### src/rtl/fp_norm_if.sv
// Operand-in / result-out handshake bundle for the FP mantissa normaliser.
interface fp_norm_if #(
  parameter int MW = 24,
  parameter int EW = 8
);
  logic          in_valid;
  logic          in_ready;
  logic [MW-1:0] in_mant;
  logic [EW-1:0] in_exp;
  logic          out_valid;
  logic          out_ready;
  logic [MW-1:0] out_mant;
  logic [EW-1:0] out_exp;
  logic [4:0]    out_shift;
  logic          out_zero;
  logic          out_denorm;

  modport master (
    output in_valid, in_mant, in_exp, out_ready,
    input  in_ready, out_valid, out_mant, out_exp, out_shift, out_zero, out_denorm
  );

  modport slave (
    input  in_valid, in_mant, in_exp, out_ready,
    output in_ready, out_valid, out_mant, out_exp, out_shift, out_zero, out_denorm
  );
endinterface

### src/rtl/fp_norm_seq.sv
// Multi-cycle mantissa normaliser: shifts left up to STEP bits per cycle until the
// hidden bit is set, flooring the exponent at zero and flagging zero/denormal results.
module fp_norm_seq #(
  parameter int MW   = 24,
  parameter int EW   = 8,
  parameter int STEP = 4
) (
  input  logic      clk,
  input  logic      rst_n,
  input  logic      abort,
  output logic      busy,
  fp_norm_if.slave  bus
);
  // state | meaning
  // IDLE  | waiting for an operand, in_ready high
  // SHIFT | one normalisation decision per cycle
  // DONE  | result presented, held until out_ready or abort
  typedef enum logic [1:0] {S_IDLE, S_SHIFT, S_DONE} state_t;

  state_t        state_q, state_d;
  logic [MW-1:0] mant_q, mant_d;
  logic [EW-1:0] exp_q, exp_d;
  logic [4:0]    shift_q, shift_d;
  logic          zero_q, zero_d;
  logic          denorm_q, denorm_d;
  int            k_w;

  function automatic logic [5:0] lzc(input logic [MW-1:0] m);
    logic [5:0] n;
    logic       found;
    n     = '0;
    found = 1'b0;
    for (int i = MW - 1; i >= 0; i--) begin
      if (!found) begin
        if (m[i]) found = 1'b1;
        else      n = n + 6'd1;
      end
    end
    return n;
  endfunction

  always_comb begin
    state_d  = state_q;
    mant_d   = mant_q;
    exp_d    = exp_q;
    shift_d  = shift_q;
    zero_d   = zero_q;
    denorm_d = denorm_q;
    k_w      = 0;
    if (abort && state_q != S_IDLE) begin
      state_d = S_IDLE;
    end else begin
      unique case (state_q)
        S_IDLE: begin
          if (bus.in_valid) begin
            mant_d   = bus.in_mant;
            exp_d    = bus.in_exp;
            shift_d  = '0;
            zero_d   = 1'b0;
            denorm_d = 1'b0;
            state_d  = S_SHIFT;
          end
        end
        S_SHIFT: begin
          if (mant_q == '0) begin
            exp_d   = '0;
            zero_d  = 1'b1;
            state_d = S_DONE;
          end else if (mant_q[MW-1]) begin
            state_d = S_DONE;
          end else if (exp_q <= EW'(1)) begin
            exp_d    = '0;
            denorm_d = 1'b1;
            state_d  = S_DONE;
          end else begin
            // exp_q >= 2 here, so capping k at exp-1 keeps the exponent >= 1
            k_w = int'(lzc(mant_q));
            if (k_w > STEP)             k_w = STEP;
            if (k_w > int'(exp_q) - 1)  k_w = int'(exp_q) - 1;
            mant_d  = mant_q << k_w;
            exp_d   = exp_q - EW'(k_w);
            shift_d = shift_q + 5'(k_w);
          end
        end
        S_DONE: begin
          if (bus.out_ready) state_d = S_IDLE;
        end
        default: state_d = S_IDLE;
      endcase
    end
  end

  always_ff @(posedge clk or negedge rst_n) begin
    if (!rst_n) begin
      state_q  <= S_IDLE;
      mant_q   <= '0;
      exp_q    <= '0;
      shift_q  <= '0;
      zero_q   <= 1'b0;
      denorm_q <= 1'b0;
    end else begin
      state_q  <= state_d;
      mant_q   <= mant_d;
      exp_q    <= exp_d;
      shift_q  <= shift_d;
      zero_q   <= zero_d;
      denorm_q <= denorm_d;
    end
  end

  assign bus.in_ready   = (state_q == S_IDLE);
  assign bus.out_valid  = (state_q == S_DONE);
  assign busy           = (state_q != S_IDLE);
  assign bus.out_mant   = mant_q;
  assign bus.out_exp    = exp_q;
  assign bus.out_shift  = shift_q;
  assign bus.out_zero   = zero_q;
  assign bus.out_denorm = denorm_q;
endmodule

### src/flat_wrapper.sv
// flat-port wrapper written by rule: the top's interface ports become plain ports
module fp_norm_seq_flat 
#(
  parameter int MW   = 24,
  parameter int EW   = 8,
  parameter int STEP = 4
)
  (clk, rst_n, abort, busy, bus_in_valid, bus_in_mant, bus_in_exp, bus_out_ready, bus_in_ready, bus_out_valid, bus_out_mant, bus_out_exp, bus_out_shift, bus_out_zero, bus_out_denorm);
  fp_norm_if #(.MW(MW), .EW(EW)) bus_i ();
  input  logic clk;
  input  logic rst_n;
  input  logic abort;
  output logic busy;
  input wire logic [$bits(bus_i.in_valid)-1:0] bus_in_valid;
  input wire logic [$bits(bus_i.in_mant)-1:0] bus_in_mant;
  input wire logic [$bits(bus_i.in_exp)-1:0] bus_in_exp;
  input wire logic [$bits(bus_i.out_ready)-1:0] bus_out_ready;
  output wire logic [$bits(bus_i.in_ready)-1:0] bus_in_ready;
  output wire logic [$bits(bus_i.out_valid)-1:0] bus_out_valid;
  output wire logic [$bits(bus_i.out_mant)-1:0] bus_out_mant;
  output wire logic [$bits(bus_i.out_exp)-1:0] bus_out_exp;
  output wire logic [$bits(bus_i.out_shift)-1:0] bus_out_shift;
  output wire logic [$bits(bus_i.out_zero)-1:0] bus_out_zero;
  output wire logic [$bits(bus_i.out_denorm)-1:0] bus_out_denorm;
  assign bus_i.in_valid = bus_in_valid;
  assign bus_i.in_mant = bus_in_mant;
  assign bus_i.in_exp = bus_in_exp;
  assign bus_i.out_ready = bus_out_ready;
  assign bus_in_ready = bus_i.in_ready;
  assign bus_out_valid = bus_i.out_valid;
  assign bus_out_mant = bus_i.out_mant;
  assign bus_out_exp = bus_i.out_exp;
  assign bus_out_shift = bus_i.out_shift;
  assign bus_out_zero = bus_i.out_zero;
  assign bus_out_denorm = bus_i.out_denorm;
  fp_norm_seq #(.MW(MW), .EW(EW), .STEP(STEP)) u_core (.clk(clk), .rst_n(rst_n), .abort(abort), .busy(busy), .bus(bus_i));
endmodule
### config.mk
export PLATFORM = sky130hd
export DESIGN_NAME = fp_norm_seq_flat
export DESIGN_NICKNAME = d
export VERILOG_FILES = /design/src/rtl/fp_norm_if.sv /design/src/rtl/fp_norm_seq.sv /design/src/flat_wrapper.sv
export SDC_FILE = /design/constraint.sdc
export NUM_CORES = 1
export LEC_CHECK = 0
export ABC_AREA = 1
export CORE_MARGIN = 2
export CORE_UTILIZATION = 50
export DETAILED_ROUTE_END_ITERATION = 6
export GPL_TIMING_DRIVEN = 0
export HOLD_SLACK_MARGIN = 0.1
export PLACE_DENSITY = 0.82
export SLEW_MARGIN = 40
export SYNTH_ARGS = -nofsm -noshare
export SYNTH_HDL_FRONTEND = slang
export SYNTH_SLANG_ARGS = --single-unit
### constraint.sdc
create_clock -name clk -period 26.4 [get_ports clk]
set_input_delay 2.64 -clock clk [delete_from_list [all_inputs] [get_ports clk]]
set_output_delay 2.64 -clock clk [all_outputs]
set_load 0.05 [all_outputs]
==> impl_metrics.csv, run 1 <==
group,metric,value,unit
worst_setup_path,critPathLaunchType,"flip-flop",
worst_setup_path,slowest_delay,430,ps
sta,report.final.slew_viol_count,0,
global_routing,grt_first_pass_wirelength,32.7,mm
synthesis,postSynthCellCount,1136,
worst_setup_path,cp-end-kind,"flip-flop",
sta,skew,4.74,ps
sta,rsz0062_at_grt,"false",
sta,tightestPinTransition,640,ps
synthesis,avgSynthCellArea,6.23,sq um
clock_network,post_cts_resized,0,
synthesis,yosys.area.top_type,"nand2_1",
sta,hold_viol_final,0,
place,place_area,0.00811,sq mm
sta,relSlewSlack,57.3,%
sta,max_freq,64.4,MHz
worst_setup_path,required,26610,ps
sta,fin_crit,15520,ps
clock_network,cts_sinks,41,
cells_and_area,final_common_cell,"nand2_1",
cells_and_area,nNetsFinal,1300,
run_status,status,"finished, final reports clean",
global_routing,track_usage,27.0,%
synthesis,postSynth.asyncResetShare,100,%
worst_setup_path,crit_arrival,15740,ps
global_routing,gr-total-overflow,0,
clock_network,clkLatencyLatePin,300,ps
synthesis,synth_top_area_share,17.9,%
synthesis,synth-seq-cells,41,
detailed_routing,routed-wl-met2,9.29,mm
clock_network,cts.htree.levels,2,
floorplan,std_cell_rows,43,
detailed_routing,wl_met1,9.29,mm
clock_network,cts-root-buf,"clkbuf_16",
synthesis,syn_area,0.00708,sq mm
detailed_routing,drt_drc_violations_left,0,
sta,post-route-period-util,58.8,%
detailed_routing,routedWlPerCell,14.4,microns
worst_setup_path,cp_common_cell,"nand2_1",
clock_network,post_cts_buffers,0,
detailed_routing,drtAntennaViolNets,0,
floorplan,dieArea,0.0151,sq mm
detailed_routing,drtIter0Drc,507,
global_routing,grt_pass1_vias,6832,
worst_setup_path,cp_max_fo,10,
place,gp_congestion,0.984,
synthesis,yosys_warnings,0,
cells_and_area,fin_area,0.00830,sq mm
cells_and_area,final_cell_mix,"nand2_1, inv_1, nand3_1, nor2_1, clkdlybuf4s50_1",
cells_and_area,syn2layout_area_growth,17.3,%
synthesis,ys.flop_type,"dfrtp_1",
cells_and_area,layout-drive-gt1-share,14.6,%
clock_network,numCtsBuffers,5,
detailed_routing,post_drt_via_cell_ratio,5.33,
clock_network,path_clk_slew,70,ps
clock_network,cts_tree,"built",
detailed_routing,vias,7487,
floorplan,core,0.0139,sq mm
floorplan,io_pins,79,
floorplan,die_y,123,microns
floorplan,die_w,123,microns
worst_setup_path,path_class,"flip-flop to flip-flop",
detailed_routing,top_layer_used,"met4",
place,io_buffers,78,
floorplan,initial_core_util,51.0,%
cells_and_area,num_antenna_cells,0,
worst_hold_path,hold_class,"flip-flop to flip-flop",
clock_network,cts.path.max_buffers,2,
sta,setup_viol,0,
cells_and_area,fillCellCount,1336,
synthesis,ys_types,66,
global_routing,antenna_found_initial,0,
detailed_routing,dr.pass1.iters,5,
synthesis,synth_edf_count,0,
synthesis,synth-seq-area-share,14.5,%
worst_setup_path,crit_slowest_cell,"dfrtp_1",
sta,whs,533,ps
detailed_routing,routed_wl,20.2,mm
synthesis,synth.area.top_cells,"nand2_1, dfrtp_1, nand3_1, inv_1, ha_1",
detailed_routing,dr_wl_met3,1.26,mm
place,post-dp-hpwl,16.3,mm
clock_network,hold_buffers,0,
global_routing,grt_start_max_net_pins,23,
sta,tns,0,ps
run,drv_cap,0,
## kinds of logic (layout without fill, tap and decap cells)
family	after synthesis	in the layout	synth area share, %
simple gates	691	691	47.6
buf+inv	195	282	13.9
compound gates	142	142	12.9
flops	41	41	14.5
fa+ha+maj	40	40	7.28
xor+xnor	26	26	3.69
other cells	1	2	0.0530
## per-stage QoR
stage	instances	utilization (%)	setup WS (ps)
6_report	1404	59.8	10880
5_1_grt	1404	59.8	9480
4_1_cts	1404	59.8	10990
3_5_place_dp	1396	58.4	11090
3_3_place_gp	1395	58.3	11320
2_1_floorplan	1137	-	12330
## cell usage after synthesis (10+ instances only)
library cell and number:
nand4_1 21, inv_1 130, nor2_1 114, o21ai_0 31, a21oi_1 43, inv_4 10, nand2_1 338, nand3_2 20
dfrtp_1 41, a22oi_1 15, o21ai_2 11, nand2_2 29, inv_2 21, nand3_1 116, xnor2_1 12, o21ai_1 10
ha_1 38, xor2_1 11, nor2_8 10
## registers in the layout (all words and copies together), names as in the netlist
name                   count
u_core.bus.out_exp         8
u_core.bus.out_shift       5
u_core.bus.out_denorm      1
u_core.bus.out_zero        1
u_core.state_q             2
u_core.bus.out_mant       24
## layout make-up
| type | instances | area, sq um | share of cell area (%) |
|---|---|---|---|
| Clock inverter | 3 | 65.1 | 0.784 |
| Clock buffer | 5 | 125 | 1.51 |
| Sequential cell | 41 | 1030 | 12.4 |
| Timing Repair Buffer | 79 | 806 | 9.70 |
| Multi-Input combinational cell | 901 | 5070 | 61.0 |
| Buffer | 25 | 294 | 3.54 |
| Tap cell | 180 | 225 | 2.71 |
| Inverter | 170 | 693 | 8.35 |
## worst max-delay path: cells and delay by family (launching register included)
family	cells	cell delay (ps)
AO/OA/AOI/OAI	25	3220
AND/OR/NAND/NOR	39	4120
buffers and inverters	14	1330
XOR/XNOR	1	140
adder cells (fa/ha/maj)	22	6190
flip-flops	1	430
## per-layer routing
metal / global-route usage, % / vias up
met4: 5.82 / 0
met3: 3.69 / 29
met5: 0 / -
met1: 36.9 / 3374
met2: 45.6 / 227
li1: - / 3857
## worst paths after layout
check	from	endpoint	slack, ps	cells after the start
setup / recovery	u_core.bus.out_mant[21]	u_core.bus.out_exp[7]	10880	101
hold / removal	u_core.bus.out_shift[3]	u_core.bus.out_shift[3]	530	2
setup reg to reg	u_core.bus.out_mant[21]	u_core.bus.out_exp[7]	10880	101
hold reg to reg	u_core.bus.out_shift[3]	u_core.bus.out_shift[3]	530	2
max in group asynchronous	rst_n	u_core.bus.out_mant[2]	23750	2
min in group asynchronous	rst_n	u_core.bus.out_shift[1]	2230	1
Power of run 1 is left out: the tool's default activity adds up to more than one toggle a clock period on the data nets, which glitch-free logic cannot reach.
==> inputs of run 2 (changes only) <==
- PLACE_DENSITY: 0.82 -> 0.85
- clock period: 26.4 -> 14 ns (I/O delays scaled with it)
==> impl_metrics.csv, run 2 (synthesized netlist as in run 1, its figures left out) <==
group,metric,value,unit
run_status,status,"finished, final reports clean",
clock_network,path_clk_slew,60,ps
detailed_routing,routed-wl-met2,11.3,mm
cells_and_area,largest_reg_flops,24,
cells_and_area,layout-drive-gt1-share,25.3,%
worst_setup_path,path_class,"flip-flop to flip-flop",
worst_setup_path,r2r_setup_slack,100,ps
floorplan,initial_core_util,51.0,%
sta,rsz0062_at_grt,"true",
sta,skew,2.50,ps
place,io_buffers,78,
global_routing,grt_pass1_vias,7154,
sta,hold_viol_final,0,
worst_setup_path,r2r-end,"u_core.bus.out_exp[6]",
cells_and_area,final_cell_mix,"nand2_1, inv_1, nand3_1, nor2_1, clkdlybuf4s50_1",
worst_setup_path,slowest_delay,460,ps
global_routing,track_usage,28.6,%
detailed_routing,routed_wl,23.5,mm
worst_setup_path,crit_slowest_cell,"dfrtp_2",
clock_network,cts.path.max_buffers,2,
worst_setup_path,cp_common_cell,"nand2_2",
detailed_routing,top_layer_used,"met4",
cells_and_area,fin_area,0.00923,sq mm
sta,setup_viol,0,
worst_setup_path,cp-end-kind,"flip-flop",
cells_and_area,fillCellCount,1141,
cells_and_area,final_common_cell,"nand2_1",
sta,max_freq,72.0,MHz
worst_setup_path,critPathLaunchType,"flip-flop",
worst_setup_path,crit_arrival,14080,ps
sta,post-route-period-util,99.3,%
place,dp_cells,1395,
worst_setup_path,cp_max_fo,11,
cells_and_area,register_area,0.00103,sq mm
place,place_area,0.00809,sq mm
clock_network,cts.htree.levels,2,
detailed_routing,routedWlPerCell,16.0,microns
cells_and_area,nNetsFinal,1366,
detailed_routing,drt_drc_violations_left,0,
cells_and_area,num_antenna_cells,0,
global_routing,gr-total-overflow,0,
clock_network,cts_sinks,41,
cells_and_area,final_cells,1470,
detailed_routing,drtIter0Drc,713,
worst_hold_path,whs_path_depth,2,
detailed_routing,dr_wl_met3,1.59,mm
worst_hold_path,min_to,"u_core.bus.out_zero",
sta,whs,523,ps
place,gp_congestion,1.02,
floorplan,core,0.0139,sq mm
sta,report.final.slew_viol_count,0,
sta,tightestPinTransition,709,ps
clock_network,clkLatencyLatePin,290,ps
clock_network,cts_tree,"built",
worst_setup_path,required,14180,ps
sta,relSlewSlack,52.8,%
worst_setup_path,reg2regPathDepth,106,
worst_setup_path,r2r-start,"u_core.bus.out_mant[21]",
cells_and_area,syn2layout_area_growth,30.4,%
floorplan,std_cell_rows,43,
clock_network,cts-root-buf,"clkbuf_16",
sta,fin_crit,13900,ps
detailed_routing,wl_met1,9.85,mm
detailed_routing,vias,8161,
worst_hold_path,min_from,"u_core.bus.out_zero",
detailed_routing,dr.pass1.iters,6,
detailed_routing,drtAntennaViolNets,0,
global_routing,grt_start_max_net_pins,42,
floorplan,die_w,123,microns
clock_network,hold_buffers,0,
cells_and_area,multiInputGateArea,0.00551,sq mm
worst_hold_path,hold_class,"flip-flop to flip-flop",
floorplan,die_y,123,microns
floorplan,dieArea,0.0151,sq mm
place,post-dp-hpwl,16.3,mm
global_routing,grt_first_pass_wirelength,34.6,mm
clock_network,numCtsBuffers,5,
detailed_routing,post_drt_via_cell_ratio,5.55,
floorplan,io_pins,79,
run,drv_cap,0,
global_routing,antenna_found_initial,0,
run 2: worst max path at each step:
stage	cells past startpoint	slack (ps)	start	to
after floorplan	101	70	u_core.bus.out_mant[21]	u_core.bus.out_exp[7]
after global placement	101	-1010	u_core.bus.out_mant[21]	u_core.bus.out_exp[7]
after detailed placement	99	-1340	u_core.bus.out_mant[21]	u_core.bus.out_exp[7]
after CTS	108	2	u_core.bus.out_mant[20]	u_core.bus.out_exp[7]
after global routing	108	-740	u_core.bus.out_mant[21]	u_core.bus.out_exp[6]
final	106	100	u_core.bus.out_mant[21]	u_core.bus.out_exp[6]
run 2: per-stage QoR:
step	setup TNS, ps	utilization [%]	worst slack, ps
after detailed placement	-14910	58.3	-1340
after CTS	0	61.7	2.20
after global routing	-9260	66.5	-737
after floorplan	0	-	66.8
final	0	66.5	102
after global placement	-5820	58.3	-1010
run 2: layout make-up:
cell class / instances / area share, %
plain buffers: 24 / 3.28
inverters: 170 / 7.62
repair buffers: 146 / 14.2
clock buffers: 8 / 1.59
well taps: 180 / 2.44
flip-flops and latches: 41 / 11.2
multi-input cells: 901 / 59.7
run 2: what timing repair did:
action / 4_1_cts / 5_1_grt
cloned: 0 / 1
resized for setup: 35 / 85
buffers inserted: 26 / 42
pin swaps: 28 / 83
endpoints found under the setup margin: 35 / 37
run 2: worst max-delay path, delay by kind of cell, from the launching register on:
family,cells,cell delay [ps]
buffers and inverters,16,1270
and+or+nand+nor,45,3820
DFF,1,460
AOI/OAI and AO/OA,24,2700
adders and majority gates,21,5530
run 2: layer usage:
metal  up-vias  track usage [%]
li1       3988                -
met1      3750             38.2
met2       352             48.7
met3        71             3.41
met4         0             8.31
met5         -                0
Power of run 2 is left out for the same reason.
